$ cat config.mk
export PLATFORM = sky130hd
export DESIGN_NAME = mux8_scan_deser
export DESIGN_NICKNAME = d
export VERILOG_FILES = /design/src/rtl/mux8_scan_deser.sv
export SDC_FILE = /design/constraint.sdc
export NUM_CORES = 1
export LEC_CHECK = 0
export ABC_AREA = 1
export BUFFER_PORTS_ARGS = -buffer_cell sky130_fd_sc_hd__buf_2
export CORE_MARGIN = 1.5
export CORE_UTILIZATION = 49
export CTS_CLUSTER_SIZE = 14
export DETAILED_ROUTE_END_ITERATION = 16
export GPL_TIMING_DRIVEN = 0
export PLACE_DENSITY_LB_ADDON = 0.12
export REMOVE_ABC_BUFFERS = 1
export SETUP_SLACK_MARGIN = 0.2
export SYNTH_ARGS = -nofsm -noshare
export SYNTH_HDL_FRONTEND = slang
export SYNTH_SLANG_ARGS = --single-unit
$ cat constraint.sdc
create_clock -name clk -period 3.4 [get_ports clk]
set_input_delay 0.68 -clock clk [delete_from_list [all_inputs] [get_ports clk]]
set_output_delay 0.68 -clock clk [all_outputs]
set_load 0.01 [all_outputs]
$ cat src/rtl/mux8_scan_deser.sv
// Deserialiser for an external 8:1 select mux: scans sel_out over all lanes, samples ser_in
// into a shadow word, then presents the completed word on a valid/ready port.
// Optional feature macro: MUX8_SCAN_PARITY_EN (adds a parity beat per word and drives par_err).
module mux8_scan_deser #(
  parameter int LANES     = 8,
  parameter int SELW      = 3,
  parameter bit MSB_FIRST = 1'b0
) (
  input  logic             clk,
  input  logic             rst,
  input  logic             en_n,
  input  logic             ser_in,
  input  logic             ser_valid,
  output logic             ser_ready,
  output logic [SELW-1:0]  sel_out,
  output logic [LANES-1:0] par_out,
  output logic             par_valid,
  input  logic             par_ready,
  output logic             par_err
);

  typedef enum logic [1:0] {
    S_IDLE,
    S_SHIFT,
`ifdef MUX8_SCAN_PARITY_EN
    S_PAR,
`endif
    S_HOLD
  } state_t;

  state_t           state, state_nxt;
  logic             accept;
  logic             last_beat;
  logic [SELW-1:0]  bit_idx;
  logic [LANES-1:0] shadow;
  logic [LANES-1:0] shadow_upd;

  // NOTE: every signal driven here gets a default first, so no path can leave it unassigned and infer a latch.
  always_comb begin
    ser_ready  = 1'b0;
    state_nxt  = state;
    last_beat  = (sel_out == SELW'(LANES - 1));
    bit_idx    = MSB_FIRST ? (SELW'(LANES - 1) - sel_out) : sel_out;
    shadow_upd = shadow;
    shadow_upd[bit_idx] = ser_in;

    case (state)
      S_IDLE: begin
        if (!en_n) state_nxt = S_SHIFT;
      end
      S_SHIFT: begin
        ser_ready = 1'b1;
        if (en_n) begin
          state_nxt = S_IDLE;
        end else if (ser_valid && last_beat) begin
`ifdef MUX8_SCAN_PARITY_EN
          state_nxt = S_PAR;
`else
          state_nxt = S_HOLD;
`endif
        end
      end
`ifdef MUX8_SCAN_PARITY_EN
      S_PAR: begin
        ser_ready = 1'b1;
        if (en_n)           state_nxt = S_IDLE;
        else if (ser_valid) state_nxt = S_HOLD;
      end
`endif
      S_HOLD: begin
        if (par_ready) state_nxt = en_n ? S_IDLE : S_SHIFT;
      end
      default: state_nxt = S_IDLE;
    endcase

    accept = ser_valid & ser_ready & ~en_n;
  end

  // NOTE: sequential state uses non-blocking assignments so every register samples pre-edge values.
  always_ff @(posedge clk or posedge rst) begin
    if (rst) state <= S_IDLE;
    else     state <= state_nxt;
  end

`ifdef MUX8_SCAN_PARITY_EN
  logic par_err_q;
  assign par_err = par_err_q;
`else
  assign par_err = 1'b0;
`endif

  always_ff @(posedge clk or posedge rst) begin
    if (rst) begin
      sel_out   <= '0;
      shadow    <= '0;
      par_out   <= '0;
      par_valid <= 1'b0;
`ifdef MUX8_SCAN_PARITY_EN
      par_err_q <= 1'b0;
`endif
    end else begin
      case (state)
        S_SHIFT: begin
          if (en_n) begin
            // Abort: the partial word is dropped and the scan restarts at lane 0.
            sel_out <= '0;
            shadow  <= '0;
          end else if (accept) begin
            shadow  <= shadow_upd;
            sel_out <= last_beat ? '0 : sel_out + SELW'(1);
`ifndef MUX8_SCAN_PARITY_EN
            if (last_beat) begin
              par_out   <= shadow_upd;
              par_valid <= 1'b1;
            end
`endif
          end
        end
`ifdef MUX8_SCAN_PARITY_EN
        S_PAR: begin
          if (en_n) begin
            sel_out <= '0;
            shadow  <= '0;
          end else if (accept) begin
            // Even parity over word plus parity bit; word, flag and valid publish together.
            par_out   <= shadow;
            par_err_q <= (^shadow) ^ ser_in;
            par_valid <= 1'b1;
          end
        end
`endif
        S_HOLD: begin
          if (par_ready) par_valid <= 1'b0;
        end
        default: ;
      endcase
    end
  end

endmodule

# After elaboration in Yosys (flattened, before gate mapping)

Cells that the tools add are included.

Output and inout bits: 14
Bits in writable memories: 0
Register bits after elaboration: 22
Memories: 0
Bits in read-only memories: 0
Latch bits: 0
Logic and storage cells: 49
Bits of input ports: 6

Shift operators: 0
Order comparisons: 2
Divide/modulo/power cells: 0
$mul: 0
Bitwise logic cells: 3
Reduce and logical (&&, ||, !) cells: 9
Muxes and demuxes: 20
Add/sub/neg operators: 1
Equality and inequality tests: 9

Operator list:

| kind                                                              | number |
|---|---|
| 2-to-1 mux 8 bit                                                  | 2 |
| != test 2 bit, second input constant                              | 5 |
| 2-to-1 mux 3 bit                                                  | 3 |
| bitwise mux 8 bit                                                 | 1 |
| 2-to-1 mux 2 bit                                                  | 4 |
| 2-to-1 mux 1 bit                                                  | 7 |
| one-hot mux 2 bit (3 select lines)                                | 1 |
| AND reduction 5 bit                                               | 1 |
| less-than comparator 3 x 4 -> 1 bit, second input constant        | 1 |
| AND reduction 4 bit                                               | 1 |
| nonzero test 2 bit                                                | 2 |
| adder 3 x 1 -> 3 bit, second input constant                       | 1 |
| demux 1 bit (select 3 bit)                                        | 1 |
| equality test 3 bit, second input constant                        | 1 |
| greater-or-equal comparator 3 x 1 -> 1 bit, second input constant | 1 |
| != test 3 bit, second input constant                              | 1 |
| AND reduction 3 bit                                               | 1 |
| AND 1 bit                                                         | 2 |
| equality test 2 x 1 -> 1 bit, second input constant               | 1 |
| equality test 2 bit, second input constant                        | 1 |
| logical AND 1 bit                                                 | 2 |
| logical NOT 2 bit                                                 | 1 |
| one-hot mux 1 bit (2 select lines)                                | 1 |
| AND reduction 2 bit                                               | 1 |
| inverter 1 bit                                                    | 1 |

# Logic depth before layout (Yosys ltp)

Gate-level depths: netlist (run 1).

Word-level depth: 7
Gate-level depth with buffers: 7
Gate-level depth less buffers: 6

# Worst setup path before layout (run 1)

No wires, ideal clock.

Path type: flip-flop to flip-flop
Start point: register sel_out[0]
End point: register par_out[0]
Cell stages (with the launch flop): 7
Data arrival time: 1.226 ns
Setup slack: 2.109 ns
Required time: 3.335 ns
Clock period less this slack: 1.291 ns
Buffers on the path: 0
Setup time: 0.065 ns
Cell sequence: dfrtp_1 -> ha_1 -> ha_1 -> inv_2 -> nor3_4 -> nand2_1 -> nand2_1

Cells in the longest elaborated chain, start to end: 5
Elaborated cells between the ends (all ways): 8
Classes of those cells: order compare (2); eq/ne (1); mux (3); reduce/logical (2)

Ends and longest elaborated chain:

| element                                                                                                                 | RTL line | RTL |
|---|---|---|
| from (decl)                                                                                                             | 15       | `output logic [SELW-1:0] sel_out,` |
| from (signal assigned)                                                                                                  | 110      | `sel_out <= last_beat ? '0 : sel_out + SELW'(1);` |
| less-than comparator 3 x 4 -> 1 bit (implied by the code) or greater-or-equal comparator 3 x 1 -> 1 bit (tied branches) | 45       | `shadow_upd[bit_idx] = ser_in;` |
| logical AND 1 bit (implied by the code)                                                                                 | 45       |  |
| 2-to-1 mux 1 bit (implied by the code)                                                                                  | 45       |  |
| demux 1 bit (select 3 bit)                                                                                              | 45       |  |
| bitwise mux 8 bit                                                                                                       | 45       |  |
| to (signal assigned)                                                                                                    | 113      | `par_out <= shadow_upd;` |
| to (decl)                                                                                                               | 16       | `output logic [LANES-1:0] par_out,` |

Parallel ways exist; a longest one is shown, timed or not.
A chain may end at the register's enable or synchronous reset.

# Worst setup path in the final report (run 1)

Start point: register sel_out[2]
End point: output port sel_out[2]

No word-level cell between the ends.

==> qor.yml, run 1 <==
synth.largest_area_cell: "dfrtp_1"
synthCells: 144
grt_pass1_wl_mm: 3.64
min_delay_worst_endpoint: "par_out[2]$_DFFE_PP0P_"
synth_xor_area_share_pct: 0
ios: 20
synth_adder_area_share_pct: 2.22
clk_pin_slew_ns: 0.12
drt_wl_total_mm: 2.02
synth_cell_types: 21
fp.dieW_um: 51.0
drc: 0
min-delay-start: "par_out[2]$_DFFE_PP0P_"
avgViaCountPerCell: 4.75
crit_path_start_kind: "register"
io_buffers: 18
cts_tree: "yes"
vias: 889
worstSetupPathType: "register to output pin"
yosysSeqAreaShare_pct: 48.8
switching_power_uw: 157
relSlewSlack_pct: 44.2
drive_above_1_share_pct: 22.0
synthMuxAreaShare_pct: 0
pre_cts_ws_ns: 1.66
postCtsSetupBuffers: 0
drt_iter0_markers: 16
swShare_pct: 29.9
synth_seq_cells: 22
power_density_nw_per_um2: 419
worst_pin_slew_ns: 0.836
mostFrequentLayoutCells: "nand2_1, dfrtp_1, buf_2"
max_freq_mhz: 556
antennaDiodeCount: 0
drv_slew: 0
path_buf_inv: 1
p_seq_share_pct: 56.6
root_buffer: "clkbuf_4"
p_total_uw: 523
yosys_warnings: 0
critPathArrivalTime_ns: 1.12
leakage_nw: 0.730
insertion_delay_ns: 0.30
cp_max_fo: 12
synthDominantCellAreaShare_pct: 48.8
drtAntennaViolNets: 0
synth_top_family_by_area: "simple AND/OR/NAND/NOR gates"
crit_slowest_cell: "dfrtp_1"
clockBufferDepth: 2
hold_viol: 0
crit_chain: "buf_2"
synth.avg_cell_area_um2: 7.83
instances_no_fill: 187
avgRoutedWirePerCell_um: 10.8
p_comb_share_pct: 16.3
postCtsHoldBufs: 0
regToRegSetupSlack_ns: 1.72
crit_family: "flip-flops"
placedCellCount: 183
grt_max_degree: 23
cts_sinks: 22
cts_buffers: 3
syn2layout_area_growth_pct: 10.9
ir_drop_mv: 0.226
antenna_found_initial: 0
worstPathRequired_ns: 2.72
final_common_cell: "nand2_1"
reg2reg_from: "sel_out[1]$_DFFE_PP0P_"
dieHeight_um: 51.0
grt_use_total_pct: 18.5
synthTopCellsByArea: "dfrtp_1, nand2_1, nand3_1"
grt_setup_unrepaired: "no"
fp-row-count: 17
slowest_delay_ns: 0.61
setup_violations: 0
worst_r2r_endpoint: "par_out[0]$_DFFE_PP0P_"
drt_pre_antenna_iters: 4
hold_class: "register to register"
fin_ws_ns: 1.60
hold_depth: 2
status: "completed"
maxCapViolations: 0
critPathCaptureType: "output pin"
coreArea_um2: 2190
synth.cell_area_um2: 1130
power_frac_clock_pct: 27.1
final_nets: 168
setup-tns-final_ns: 0
synth_compound_area_share_pct: 2.66
start_util_pct: 51.5
htree_num_levels: 1
finalClockSkew_ns: 0.00172
final_util_pct: 57.1
synthSimpleGateAreaFrac_pct: 39.2
overflow: 0
die-area_um2: 2600
r2r_cells: 6
cts_resized: 0
fin_crit_sh_pct: 52.9
gp_congestion: 0.752
grt_pass1_vias: 827
power.internal_uw: 367
hpwl_mm: 1.45
layout_min_cycle_time_ns: 1.80
==> worst max-delay path by stage <==
stage                      startpoint                     end  slack (ns)  cells after the start
3_3_place_gp                     en_n   shadow[3]$_DFFE_PP0P_        1.67                      4
3_5_place_dp                     en_n  sel_out[1]$_DFFE_PP0P_        1.66                      4
6_report       sel_out[2]$_DFFE_PP0P_              sel_out[2]        1.60                      1
2_1_floorplan  sel_out[1]$_DFFE_PP0P_  par_out[0]$_DFFE_PP0P_        1.89                      6
4_1_cts        sel_out[2]$_DFFE_PP0P_              sel_out[2]        1.60                      1
5_1_grt        sel_out[2]$_DFFE_PP0P_              sel_out[2]        1.53                      1
==> metrics by stage <==
| step | area, um2 | hold slack (ns) |
|---|---|---|
| 6_report | 1250 | 0.488 |
| 5_1_grt | 1250 | 0.502 |
| 4_1_cts | 1250 | 0.494 |
| 3_5_place_dp | 1210 | 0.462 |
| 3_3_place_gp | 1210 | 0.458 |
| 2_1_floorplan | 1090 | 0.449 |
==> cells by family (layout without fill, tap and decap cells) <==
logic type | Yosys count | count (layout)
and+or+nand+nor | 97 | 97
DFF | 22 | 22
buffers and inverters | 17 | 32
AOI/OAI and AO/OA | 5 | 5
adders and majority gates | 2 | 2
other | 1 | 1
==> flip-flops by register name (all words and copies together), names as in the netlist <==
register,flops
par_out,8
par_valid,1
sel_out,3
shadow,8
state,2
==> synthesized netlist by cell type <==
master,count
nand2_1,74
dfrtp_1,22
nand3_1,11
inv_2,7
nand4_1,5
buf_2,4
inv_1,3
buf_4,2
ha_1,2
nor2_2,2
o21ai_1,2
a21oi_1,1
and3_1,1
clkbuf_1,1
conb_1,1
nand3_2,1
nand4_4,1
nor2_4,1
nor3_4,1
o211ai_1,1
o31ai_1,1
==> power groups by stage <==
stage	clock network [mW]	registers, mW	logic (mW)
6_report	0.142	0.296	0.0851
5_1_grt	0.158	0.300	0.0974
4_1_cts	0.150	0.296	0.0869
3_5_place_dp	0	0.301	0.0865
3_3_place_gp	0	0.300	0.0853
2_1_floorplan	0	0.300	0.0577
==> cell type report <==
cell class	count	area [um2]
Clock buffer	4	36.3
Multi-Input combinational cell	105	500
Inverter	10	37.5
Tap cell	28	35.0
Fill cell	198	941
Timing Repair Buffer	18	90.1
Sequential cell	22	551
==> per-layer routing <==
layer / wire length [um] / part of all wire [%] / global-route usage (%) / up-vias
met1: 1060 / 53 / 26.3 / 386
met3: 65 / 3.2 / 2.63 / 2
met2: 877 / 43 / 28.8 / 16
met5: 0 / 0 / 0 / -
met4: 15 / 0.74 / 6.76 / 0
li1: - / - / - / 485
Note: power is estimated with default switching activity, not from simulation.
==> run 2, diff against run 1 <==
Clock period 3.4 ns to 1.75 ns, I/O delays scaled along.
==> run 2 against run 1 <==
  * Wire length increased by 1.6%
  * Power increased by 98%
  * Critical endpoint is now ser_ready
  * Largest power group unchanged
  * Sequential cell count unchanged
  * Sequential power increased by 86%
  * Via count increased by 1.8%
==> qor.yml, run 2 (synthesis gave the netlist of run 1 again) <==
crit_chain: "inv_2 > nor2_4 > buf_2"
cp_max_fo: 4  # -8
r2r_cells: 6  # unchanged
coreArea_um2: 2190  # unchanged
drive_above_1_share_pct: 25.3  # +3.3 points
fp-row-count: 17  # unchanged
hold_class: "input pin to async pin"
timing.hold.ws_ns: 0.189  # -0.299 ns
crit_end: "ser_ready"
grt_pass1_vias: 846  # +2.3%
fill_cells: 198  # unchanged
final_util_pct: 58.3  # +1.2 points
seqCellArea_um2: 554  # +0.68%
cts_buffers: 3  # unchanged
drtAntennaViolNets: 0  # unchanged
critPathLaunch: "state[0]$_DFFE_PP0P_"
critPathCaptureType: "output pin"
slowest_delay_ns: 0.42  # -0.19 ns
avgViaCountPerCell: 4.76  # +0.19%
die-area_um2: 2600  # unchanged
clockBufferDepth: 2  # unchanged
overflow: 0  # unchanged
start_util_pct: 51.5  # unchanged
fin_crit_sh_pct: 81.5
layout_min_cycle_time_ns: 1.43
syn2layout_area_growth_pct: 13.2
fin_ws_ns: 0.324  # -1.28 ns
worstPathRequired_ns: 1.40  # -1.32 ns
reg2reg_from: "sel_out[1]$_DFFE_PP0P_"
placedCellCount: 183  # unchanged
drc: 0  # unchanged
antennaDiodeCount: 0  # unchanged
drt_wl_total_mm: 2.05  # +1.6%
power_density_nw_per_um2: 812  # +94%
worst-path-stages: 3  # +2
antenna_found_initial: 0  # unchanged
avgRoutedWirePerCell_um: 10.8  # about the same
grt_use_total_pct: 18.8  # +0.25 points
hpwl_mm: 1.45  # unchanged
regToRegSetupSlack_ns: 0.37  # -1.35 ns
maxCapViolations: 0  # unchanged
instances_no_fill: 190  # +1.6%
postCtsHoldBufs: 0  # unchanged
relSlewSlack_pct: 44.6  # +0.36 points
insertion_delay_ns: 0.30  # about the same
grt_setup_unrepaired: "no"
finalClockSkew_ns: 0.00187  # +0.000149 ns
grt_max_degree: 23  # unchanged
gp_congestion: 0.752  # unchanged
ios: 20  # unchanged
fp.dieW_um: 51.0  # unchanged
setup_violations: 0  # unchanged
cts_tree: "yes"
pre_cts_ws_ns: 0.0804  # -1.58 ns
max_freq_mhz: 701
worst_pin_slew_ns: 0.830  # -0.00542 ns
finish.instance_area_um2: 1280  # +2.1%
drv_slew: 0  # unchanged
drt_iter0_markers: 16  # unchanged
drt_pre_antenna_iters: 4  # unchanged
htree_num_levels: 1  # unchanged
cts_sinks: 22  # unchanged
top_regs: "par_out (8), shadow (8), sel_out (3)"
final_nets: 171  # +1.8%
io_buffers: 18  # unchanged
multi_input_area_um2: 500  # unchanged
ir_drop_mv: 0.486  # +110%
setup-tns-final_ns: 0  # unchanged
clk_pin_slew_ns: 0.12  # about the same
worst_r2r_endpoint: "par_out[0]$_DFFE_PP0P_"
path_buf_inv: 2  # +1
root_buffer: "clkbuf_4"
hold_viol: 0  # unchanged
vias: 905  # +1.8%
mostFrequentLayoutCells: "nand2_1, dfrtp_1, buf_2"
grt_pass1_wl_mm: 3.70  # +1.5%
status: "completed"
leakage_nw: 0.742  # +1.6%
p_total_mw: 1.04  # +98%
critPathArrivalTime_ns: 1.08  # -0.04 ns
dieHeight_um: 51.0  # unchanged
placed_area_um2: 1210  # unchanged
final_common_cell: "nand2_1"
worstSetupPathType: "register to output pin"
crit_slowest_cell: "dfrtp_1"
crit_family: "flip-flops"
crit_path_start_kind: "register"
==> run 2: changes by cell type in the layout (fill, tap and decap cells not counted) <==
cell	previous run	this run
buf_4	0	3
dfrtp_1	22	19
dfrtp_2	0	3
==> run 2: area by class of cell <==
type / count / share of cell area [%]
flip-flops and latches: 22 / 43.4
multi-input cells: 105 / 39.2
repair buffers: 21 / 8.82
inverters: 10 / 2.94
clock buffers: 4 / 2.84
well taps: 28 / 2.75
==> run 2: worst min path at each step <==
stage	startpoint	to	slack, ns
4_1_cts	rst	par_out[4]$_DFFE_PP0P_	0.22
5_1_grt	par_ready	state[1]$_DFFE_PP0P_	0.23
3_3_place_gp	par_out[3]$_DFFE_PP0P_	par_out[3]$_DFFE_PP0P_	0.46
6_report	rst	par_out[6]$_DFFE_PP0P_	0.19
2_1_floorplan	rst	par_out[0]$_DFFE_PP0P_	0.34
3_5_place_dp	par_out[6]$_DFFE_PP0P_	par_out[6]$_DFFE_PP0P_	0.46
==> run 2: power breakdown <==
group	switching, mW	internal, mW	leakage [nW]
Combinational	0.143	0.0677	0.425
Sequential	0.0162	0.534	0.296
Clock	0.149	0.127	0.0210
Total	0.308	0.728	0.742
==> run 2: repair_timing <==
action / in CTS / in global routing
endpoints found under the setup margin: 8 / 3
setup buffers: 2 / 1
resized for setup: 3 / 0
==> run 2: metal layers <==
metal  vias to the layer above  wire length (um)  track usage [%]  share of wire, %
li1                        491                 -                -                 -
met1                       392              1060             26.3                52
met2                        20               889             29.7                43
met3                         2                89             2.63               4.3
met4                         0                15             6.76              0.73
met5                         -                 0                0                 0
